$ cat src/rtl/ahb_mtx_l2_pkg.sv
// Shared definitions for the L2 AHB bus matrix: transfer/burst codes,
// output-arbiter state encoding and burst length helper.
package ahb_mtx_l2_pkg;

    localparam int PORT_W = 2;
    localparam int MAX_IN = 4;
    localparam int BEAT_W = 4;

    typedef enum logic [1:0] {
        HTRANS_IDLE   = 2'b00,
        HTRANS_BUSY   = 2'b01,
        HTRANS_NONSEQ = 2'b10,
        HTRANS_SEQ    = 2'b11
    } htrans_e;

    typedef enum logic [2:0] {
        HBURST_SINGLE = 3'd0,
        HBURST_INCR   = 3'd1,
        HBURST_WRAP4  = 3'd2,
        HBURST_INCR4  = 3'd3,
        HBURST_WRAP8  = 3'd4,
        HBURST_INCR8  = 3'd5,
        HBURST_WRAP16 = 3'd6,
        HBURST_INCR16 = 3'd7
    } hburst_e;

    typedef enum logic [1:0] {
        ST_IDLE  = 2'd0,
        ST_OWN   = 2'd1,
        ST_BURST = 2'd2,
        ST_LOCK  = 2'd3
    } arb_state_e;

    // Beats still to come after the NONSEQ of a fixed-length burst; INCR is open-ended.
    function automatic logic [BEAT_W-1:0] beats_minus1(input logic [2:0] burst);
        logic [BEAT_W-1:0] n;
        case (burst)
            HBURST_WRAP4,  HBURST_INCR4:  n = 4'd3;
            HBURST_WRAP8,  HBURST_INCR8:  n = 4'd7;
            HBURST_WRAP16, HBURST_INCR16: n = 4'd15;
            default:                      n = 4'd0;
        endcase
        return n;
    endfunction

endpackage

$ cat src/rtl/ahb_mtx_l2_rr_pick.sv
// Combinational masked priority picker: first requester after last_grant (round-robin)
// or lowest index (fixed priority, i.e. search always starts just after the top port).
module ahb_mtx_l2_rr_pick
    import ahb_mtx_l2_pkg::*;
#(
    parameter int NUM_IN = 3,
    parameter bit RR_EN  = 1'b1
) (
    input  logic [NUM_IN-1:0] req,
    input  logic [PORT_W-1:0] last_grant,
    output logic [PORT_W-1:0] winner,
    output logic              any
);

    logic [MAX_IN-1:0] req_pad;
    logic [PORT_W-1:0] base;
    logic [PORT_W:0]   idx;
    logic              found;

    assign req_pad = MAX_IN'(req);
    assign any     = |req;

    always_comb begin
        base   = RR_EN ? last_grant : PORT_W'(NUM_IN - 1);
        winner = '0;
        found  = 1'b0;
        idx    = '0;
        for (int k = 1; k <= NUM_IN; k++) begin
            idx = {1'b0, base} + 3'(k);
            if (idx >= 3'(NUM_IN)) idx = idx - 3'(NUM_IN);
            if (!found && req_pad[idx[PORT_W-1:0]]) begin
                found  = 1'b1;
                winner = idx[PORT_W-1:0];
            end
        end
    end

endmodule

$ cat src/rtl/ahb_mtx_l2_out_arb.sv
// Per-output-port arbiter of the L2 AHB matrix: registered owner selection with
// burst and lock hold, plus data-phase owner tracking for response routing.
module ahb_mtx_l2_out_arb
    import ahb_mtx_l2_pkg::*;
#(
    parameter int NUM_IN = 3,
    parameter bit RR_EN  = 1'b1
) (
    input  logic                HCLK,
    input  logic                HRESET,
    input  logic [NUM_IN-1:0]   req_i,
    input  logic [2*NUM_IN-1:0] trans_i,
    input  logic [3*NUM_IN-1:0] burst_i,
    input  logic [NUM_IN-1:0]   lock_i,
    input  logic                HREADYM,
    output logic [PORT_W-1:0]   addr_in_port,
    output logic                no_port,
    output logic [NUM_IN-1:0]   active_o,
    output logic [PORT_W-1:0]   data_in_port,
    output logic                data_valid,
    output arb_state_e          dbg_state
);

    // Handshake: HREADYM is the ready of the shared output bus. The owner's address
    // phase (its trans/burst/lock) is accepted only at an edge with HREADYM=1; with
    // HREADYM=0 nothing is accepted and every register here holds.

    arb_state_e        state_q, state_d;
    logic [PORT_W-1:0] owner_q, owner_d;
    logic [BEAT_W-1:0] cnt_q, cnt_d;
    logic [PORT_W-1:0] lg_q, lg_d;
    logic [PORT_W-1:0] dport_q, dport_d;
    logic              dvalid_q, dvalid_d;

    logic [2*MAX_IN-1:0] trans_pad;
    logic [3*MAX_IN-1:0] burst_pad;
    logic [MAX_IN-1:0]   lock_pad;
    logic [1:0]          owner_trans;
    logic [2:0]          owner_burst;
    logic                owner_lock;
    logic [PORT_W-1:0]   pick_winner;
    logic                pick_any;
    logic                locked_q, lock_d, term, hold, rearb;

    assign trans_pad = (2*MAX_IN)'(trans_i);
    assign burst_pad = (3*MAX_IN)'(burst_i);
    assign lock_pad  = MAX_IN'(lock_i);
    assign locked_q  = (state_q == ST_LOCK);

    ahb_mtx_l2_rr_pick #(
        .NUM_IN (NUM_IN),
        .RR_EN  (RR_EN)
    ) u_pick (
        .req        (req_i),
        .last_grant (lg_q),
        .winner     (pick_winner),
        .any        (pick_any)
    );

    always_comb begin
        owner_trans = '0;
        owner_burst = '0;
        owner_lock  = 1'b0;
        for (int i = 0; i < MAX_IN; i++) begin
            if (owner_q == PORT_W'(i)) begin
                owner_trans = trans_pad[2*i +: 2];
                owner_burst = burst_pad[3*i +: 3];
                owner_lock  = lock_pad[i];
            end
        end
    end

    always_comb begin
        state_d  = state_q;
        owner_d  = owner_q;
        cnt_d    = cnt_q;
        lg_d     = lg_q;
        dport_d  = dport_q;
        dvalid_d = dvalid_q;
        lock_d   = locked_q;
        term     = 1'b0;
        hold     = 1'b0;
        rearb    = 1'b0;
        if (HREADYM) begin
            dport_d  = owner_q;
            dvalid_d = (state_q != ST_IDLE) & owner_trans[1];
            if (state_q == ST_IDLE) begin
                rearb = 1'b1;
            end else begin
                case (owner_trans)
                    HTRANS_NONSEQ: begin
                        // A new NONSEQ inside a counted burst ends that burst early.
                        if (cnt_q != '0) begin
                            cnt_d = '0;
                            term  = 1'b1;
                        end else begin
                            cnt_d = beats_minus1(owner_burst);
                        end
                    end
                    HTRANS_SEQ:  if (cnt_q != '0) cnt_d = cnt_q - 4'd1;
                    HTRANS_BUSY: cnt_d = cnt_q;
                    default:     cnt_d = '0;
                endcase
                lock_d = owner_lock ? ((owner_trans != HTRANS_IDLE) | locked_q) : 1'b0;
                hold   = lock_d |
                         (!term & ((cnt_d != '0) |
                                   (owner_trans == HTRANS_BUSY) |
                                   ((owner_trans == HTRANS_SEQ) && (owner_burst == HBURST_INCR))));
                rearb  = !hold;
            end
            if (rearb && pick_any) begin
                owner_d = pick_winner;
                lg_d    = pick_winner;
            end
            if (rearb && !pick_any) state_d = ST_IDLE;
            else if (lock_d)        state_d = ST_LOCK;
            else if (cnt_d != '0)   state_d = ST_BURST;
            else                    state_d = ST_OWN;
        end
    end

    always_ff @(posedge HCLK) begin
        if (HRESET) begin
            state_q  <= ST_IDLE;
            owner_q  <= '0;
            cnt_q    <= '0;
            lg_q     <= PORT_W'(NUM_IN - 1);
            dport_q  <= '0;
            dvalid_q <= 1'b0;
        end else begin
            state_q  <= state_d;
            owner_q  <= owner_d;
            cnt_q    <= cnt_d;
            lg_q     <= lg_d;
            dport_q  <= dport_d;
            dvalid_q <= dvalid_d;
        end
    end

    assign addr_in_port = owner_q;
    assign no_port      = (state_q == ST_IDLE);
    assign data_in_port = dport_q;
    assign data_valid   = dvalid_q;
    assign dbg_state    = state_q;

    always_comb begin
        active_o = '0;
        for (int i = 0; i < NUM_IN; i++) active_o[i] = ~no_port & (owner_q == PORT_W'(i));
    end

endmodule

$ cat config.mk
export PLATFORM = sky130hd
export DESIGN_NAME = ahb_mtx_l2_out_arb
export DESIGN_NICKNAME = d
export VERILOG_FILES = /design/src/rtl/ahb_mtx_l2_pkg.sv /design/src/rtl/ahb_mtx_l2_rr_pick.sv /design/src/rtl/ahb_mtx_l2_out_arb.sv
export SDC_FILE = /design/constraint.sdc
export NUM_CORES = 1
export LEC_CHECK = 0
export BUFFER_PORTS_ARGS = -buffer_cell sky130_fd_sc_hd__buf_2
export CAP_MARGIN = 0
export CORE_MARGIN = 5
export CORE_UTILIZATION = 30
export CTS_BUF_LIST = sky130_fd_sc_hd__clkbuf_8
export DETAILED_ROUTE_END_ITERATION = 8
export PLACE_DENSITY_LB_ADDON = 0.15
export SETUP_SLACK_MARGIN = 0.2
export SLEW_MARGIN = 20
export SYNTH_ARGS = -nofsm -noshare
export SYNTH_HDL_FRONTEND = slang
export SYNTH_SLANG_ARGS = --single-unit
$ cat constraint.sdc
create_clock -name HCLK -period 2.4 [get_ports HCLK]
set_input_delay 0.24 -clock HCLK [delete_from_list [all_inputs] [get_ports HCLK]]
set_output_delay 0.24 -clock HCLK [all_outputs]
set_load 0.1 [all_outputs]
; ---- Word level (Yosys, flattened, before mapping)
; Cells that the tools add are included.
[classes]
order_cmp = 6
n_eq_ne = 14
n_mux = 46
bitwise_logic = 10
add_sub_neg = 7
reduce_logical = 22
[ops]
columns = op, n
row1 = two-way mux 2 bit, 13
row2 = two-way mux 4 bit, 6
row3 = one-hot mux 4 bit (3 select lines), 2
row4 = two-way mux 1 bit, 18
row5 = == test 3 bit (second input constant), 4
row6 = two-way mux 3 bit, 4
row7 = nonzero test 4 bit, 3
row8 = == test 2 bit (second input constant), 5
row9 = >= comparator 3 x 2 -> 1 bit (second input constant), 3
row10 = less-than comparator 2 x 3 -> 1 bit (second input constant), 3
row11 = adder 2 x 2 -> 3 bit (second input constant), 2
row12 = binary-select mux 1 bit (select 2 bit), 3
row13 = == test 3 x 2 -> 1 bit (second input constant), 2
row14 = OR reduction 2 bit, 3
row15 = subtractor 2 bit (second input constant), 3
row16 = bitwise AND 1 bit, 5
row17 = logical AND 1 bit, 5
row18 = zero test 1 bit, 5
row19 = == test 2 x 1 -> 1 bit (second input constant), 2
row20 = zero test 2 bit, 2
row21 = OR 1 bit, 4
row22 = nonzero test 2 bit, 2
row23 = subtractor 4 x 1 -> 4 bit (second input constant), 1
row24 = adder 2 x 1 -> 3 bit (second input constant), 1
row25 = other kinds (4), 4
[totals]
output_inout_bits = 11
regBits = 13
wordCells = 111

; ---- Depth between registers and ports, before layout
[logic_depth]
ltp_word = 22
mapped_depth = 10
ltp_nobuf = 10

; ---- Modules after synthesis
; From an unflattened synthesis, not the netlist that was laid out.
[hier_totals]
cells_unflattened = 149
area_unflattened_um2 = 1143.6
[by_module_without_submodules]
columns = mod, area_each_um2, cells_per_inst, seq_area_each_um2, n_inst
row1 = ahb_mtx_l2_out_arb, 1028.5, 132, 240.2, 1
row2 = ahb_mtx_l2_rr_pick, 115.1, 17, 0.0, 1

; ---- Worst setup path before layout
; Ideal clock, no wire load.
[synth_path]
path_kind = reg-to-output
startpoint = register state_q[0] (netlist: dbg_state[0])
endpoint = output active_o[2]
path_buffers = 0
path_stages_with_launch = 3
setup_slack_ps = -2025
arrival_ps = 4185
required_time_ps = 2160
cell_sequence = dfxtp_1 > nor2_1 > nor3b_1
[synth_between]
elab_chain_len = 3
[synth_lines]
columns = item, line_no
row1 = from (decl), ahb_mtx_l2_out_arb.sv:28  ; arb_state_e state_q, state_d;
row2 = from (signal assigned), ahb_mtx_l2_out_arb.sv:131  ; state_q <= state_d;
row3 = zero test 2 bit, ahb_mtx_l2_out_arb.sv:141  ; assign no_port = (state_q == ST_IDLE);
row4 = via no_port, ahb_mtx_l2_out_arb.sv:17  ; output logic no_port,
row5 = inverter 1 bit, ahb_mtx_l2_out_arb.sv:148  ; for (int i = 0; i < NUM_IN; i++) active_o[i] = ~no_port & (owner_q == PORT_W'(i));
row6 = bitwise AND 1 bit, ahb_mtx_l2_out_arb.sv:148
row7 = to (decl), ahb_mtx_l2_out_arb.sv:18  ; output logic [NUM_IN-1:0] active_o,
; The timed path passes the listed nets, and every way through them passes these cells.

; ---- Final worst setup path
[layout_path]
startpoint = register owner_q[1] (netlist: addr_in_port[1])
endpoint = register owner_q[1] (netlist: addr_in_port[1])
[layout_between]
elab_chain_len = 22
word_cells_on_any_way = 52
cone_classes = eq/ne: 13 / mux: 23 / bitwise: 5 / reduce/logical: 11
[layout_lines]
columns = item, line_no
row1 = from (decl), ahb_mtx_l2_out_arb.sv:29  ; logic [PORT_W-1:0] owner_q, owner_d;
row2 = from (signal assigned), ahb_mtx_l2_out_arb.sv:132  ; owner_q <= owner_d;
row3 = zero test 2 bit, ahb_mtx_l2_out_arb.sv:65  ; if (owner_q == PORT_W'(i)) begin
row4 = two-way mux 3 bit (4 in a row), ahb_mtx_l2_out_arb.sv:65
row5 = == test 3 bit / == test 3 x 2 -> 1 bit (equally long branches), ahb_mtx_l2_pkg.sv:37  ; case (burst)
row6 = OR reduction 2 bit, ahb_mtx_l2_pkg.sv:37
row7 = one-hot mux 4 bit (3 select lines), ahb_mtx_l2_pkg.sv:37
row8 = two-way mux 4 bit, ahb_mtx_l2_out_arb.sv:93  ; if (cnt_q != '0) begin
row9 = one-hot mux 4 bit (3 select lines), ahb_mtx_l2_out_arb.sv:90  ; case (owner_trans)
row10 = two-way mux 4 bit, ahb_mtx_l2_out_arb.sv:87  ; if (state_q == ST_IDLE) begin
row11 = [3 not listed], n/a
row12 = OR 1 bit, ahb_mtx_l2_out_arb.sv:107  ; (owner_trans == HTRANS_BUSY) |
row13 = bitwise AND 1 bit, ahb_mtx_l2_out_arb.sv:106  ; (!term & ((cnt_d != '0) |
row14 = OR 1 bit (*), ahb_mtx_l2_out_arb.sv:105  ; hold = lock_d |
row15 = zero test 1 bit (*), ahb_mtx_l2_out_arb.sv:109  ; rearb = !hold;
row16 = two-way mux 1 bit (*), ahb_mtx_l2_out_arb.sv:87
row17 = two-way mux 1 bit (*), ahb_mtx_l2_out_arb.sv:84  ; if (HREADYM) begin
row18 = logical AND 1 bit (*), ahb_mtx_l2_out_arb.sv:111  ; if (rearb && pick_any) begin
row19 = AND reduction 2 bit (no source line) (*), n/a
; Every way passes the cells marked *; elsewhere a longest branch is shown, timed or not. The select of a mux whose other input is x is not followed.
; A chain may end at the register's enable or synchronous reset.

==> impl_metrics.json <==
{
  "layout_setup_ws_ns": -0.162,
  "fin_util_pct": 44.9,
  "finalCritPeriodShare_pct": 107,
  "pre_cts_slack_ns": -0.138,
  "antennaDiodeCount": 0,
  "crit_path_max_incr_delay_ns": 0.55,
  "worstSetupPathType": "reg2reg",
  "synth_top_cell_by_area": "dfxtp_1",
  "worstMarginPinSlew_ns": 0.489,
  "dp.cells": 229,
  "drive_above_1_share_pct": 42.9,
  "met1_usage_pct": 18.7,
  "syn2layout_area_growth_pct": 47.2,
  "antenna_found_initial": 0,
  "die_w_um": 70.3,
  "synth_most_common_cell": "nor2_1",
  "max_cap_viol_count": 0,
  "die-area_um2": 4940,
  "reg2reg_depth": 8,
  "finClkSkew_ns": 0.00296,
  "crit_start": "addr_in_port[1]",
  "p_leak_nw": 0.699,
  "synth_area_um2": 1090,
  "cts-root-buf": "clkbuf_8",
  "multi_input_area_um2": 875,
  "syn_avg_cell_area_um2": 7.96,
  "grt_max_degree": 15,
  "ys_seq_elements": 12,
  "avgViaCountPerCell": 5.15,
  "gr-total-overflow": 0,
  "peakVddDrop_mv": 0.455,
  "synth_area_leaders": "dfxtp_1 22%, mux2i_1 11%, nor2_1 6.2%",
  "cp_top_family": "compound AO/OA/AOI/OAI gates",
  "cts_hold_buf": 0,
  "insertion_delay_ns": 0.24,
  "violations": "setup timing",
  "htreeDepth": 1,
  "cp.required_ns": 2.53,
  "dpl-instance-area_um2": 1480,
  "min-delay-start": "req_i[1]",
  "top_usage_layer": "met2",
  "finalHoldViolations": 0,
  "cts_sinks": 12,
  "power_switching_uw": 774,
  "drt_wl_total_um": 3270,
  "yosysWarnings": 0,
  "clock_path_buffers": 2,
  "ys_seq_area_share_pct": 22.0,
  "instances_no_fill": 239,
  "hold_path.class": "in2reg",
  "gp_congestion": 0.820,
  "crit_chain": "mux2_4 -> a22oi_2 -> or4b_1 -> o311ai_2 -> or4_4 -> o31ai_4 -> a31oi_1 -> a311oi_2",
  "endpoint_kind": "register",
  "drt_iter0_drc": 46,
  "synth_edf_count": 0,
  "tritoncts": "yes",
  "synth_top_area_share_pct": 22.0,
  "syn_inst": 137,
  "synth_cell_types": 45,
  "r2r-end": "addr_in_port[1]",
  "status": "complete, but fails checks",
  "synthTopCellsByCount": "18 x nor2_1, 12 x dfxtp_1, 12 x mux2i_1",
  "r2r_setup_slack_ns": -0.16,
  "start_util_pct": 30.5,
  "cts_buffers": 3,
  "async_reset_ff_share_pct": 0,
  "pwr-share-comb_pct": 67.7,
  "maxSlewHeadroom_pct": 67.2,
  "dieHeight_um": 70.3,
  "grt_usage_pct": 13.5,
  "layout_min_cycle_time_ns": 2.56,
  "tns_ns": -0.562,
  "final_max_slew_viol_count": 0,
  "path_clk_slew_ns": 0.05,
  "register_area_um2": 246,
  "crit_fanout": 5,
  "arrival_ns": 2.70,
  "post_drt_wl_per_cell_um": 13.7,
  "rsz0062_at_grt": "yes",
  "synth_ff_type": "dfxtp_1",
  "critPathLaunchType": "register",
  "min_to": "addr_in_port[0]",
  "core_um2": 3580,
  "whs_path_depth": 3,
  "powerDensity_nw_per_um2": 954,
  "grt_pass1_wl_um": 5540,
  "remaining_drc_errors": 0,
  "pin_count": 35,
  "layout.nets": 220,
  "reg2reg_from": "addr_in_port[1]",
  "postRouteAntennaNets": 0,
  "syn_nets": 165,
  "seq_power_share_pct": 18.1,
  "dp_hpwl_um": 2570,
  "floorplan.rows": 22,
  "crit_buf_inv": 0,
  "grt_use_met2_pct": 21.5,
  "setup_viol": 5,
  "fill_cells": 382,
  "worst_path_max_delay_cell": "or4_4",
  "intPower_uw": 758,
  "switching_share_pct": 50.5,
  "met3_usage_pct": 1.87,
  "grt_pass1_vias": 1192,
  "dr.pass1.iters": 6,
  "vias": 1231,
  "fin_area_um2": 1610,
  "fmax_ghz": 0.390,
  "clkPwrFrac_pct": 14.3,
  "io_buffer_count": 34
}
-- cells in the final DEF, fill, tap and decap left out, drive strengths merged, types with 2 or more instances in the layout --
cell and count:
buf 56, nor2 18, mux2i 12, dfxtp 12
nor3 9, nand2 8, inv 6, nand2b 5
nor2b 5, a21oi 5, o21ai 5, a31oi 4
clkbuf 4, ha 4, or2 3, o2bb2ai 3
a22o 2, a2111oi 2, a22oi 2, nand3 2
a32o 2, a2bb2oi 2, a311oi 2
-- logic make-up after synthesis --
logic type | synth area share (%)
AND/OR/NAND/NOR | 29.1
flip-flops | 22.0
AO/OA/AOI/OAI | 27.2
multiplexers | 12.0
adder cells (fa/ha/maj) | 4.59
buffers and inverters | 5.05
-- cell type report --
class / count / share of cell area, %
clock buffers: 4 / 3.43
inverters: 6 / 1.40
multi-input cells: 113 / 54.4
flip-flops and latches: 12 / 15.3
well taps: 48 / 3.74
repair buffers: 56 / 21.7
-- sequential cells by signal, indices dropped and copies added (netlist names) --
name,cells
lg_q,1
data_valid,1
addr_in_port,2
dbg_state,2
cnt_q,4
data_in_port,2
-- timing repair --
| item | 4_1_cts | 5_1_grt |
|---|---|---|
| endpoints found under the setup margin | 5 | 5 |
| pin swaps | 2 | 1 |
| endpoints found under the hold margin | 0 | 0 |
| resized for setup | 3 | 0 |
| buffers inserted | 5 | 1 |
-- worst max-delay path by stage --
| stage | cells past startpoint | slack (ns) | end |
|---|---|---|---|
| 4_1_cts | 8 | -0.15 | addr_in_port[1] |
| 2_1_floorplan | 8 | -0.14 | dbg_state[1] |
| 6_report | 8 | -0.16 | addr_in_port[1] |
| 3_3_place_gp | 10 | -0.10 | addr_in_port[1] |
| 3_5_place_dp | 10 | -0.14 | dbg_state[1] |
| 5_1_grt | 8 | -0.27 | addr_in_port[1] |
-- power by group through the flow --
stage                     Combinational [mW]  Clock [mW]  Sequential [mW]
after CTS                               1.04       0.224            0.276
after detailed placement               0.977           0            0.286
after floorplan                        0.647           0            0.404
after global routing                    1.11       0.234            0.283
final                                   1.04       0.219            0.277
after global placement                 0.970           0            0.284
-- per-layer routing --
metal	share of wire, %	routed length, µm
met2	49	1600
met4	0.31	10
met1	47	1540
met3	3.6	118
met5	0	0
-- worst reg2reg max path: cells and delay by family, from the launching register on --
family	cells	cell delay, ns
AOI/OAI and AO/OA	5	1.02
DFF	1	0.38
and+or+nand+nor	2	0.72
muxes	1	0.34
-- through the flow --
stage                     hold slack [ns]  power (mW)
after floorplan                     0.405        1.05
after global placement              0.453        1.25
after detailed placement            0.461        1.26
after CTS                           0.318        1.54
after global routing                0.335        1.63
final                               0.318        1.53
No activity file was read; power rests on OpenSTA's default activity.
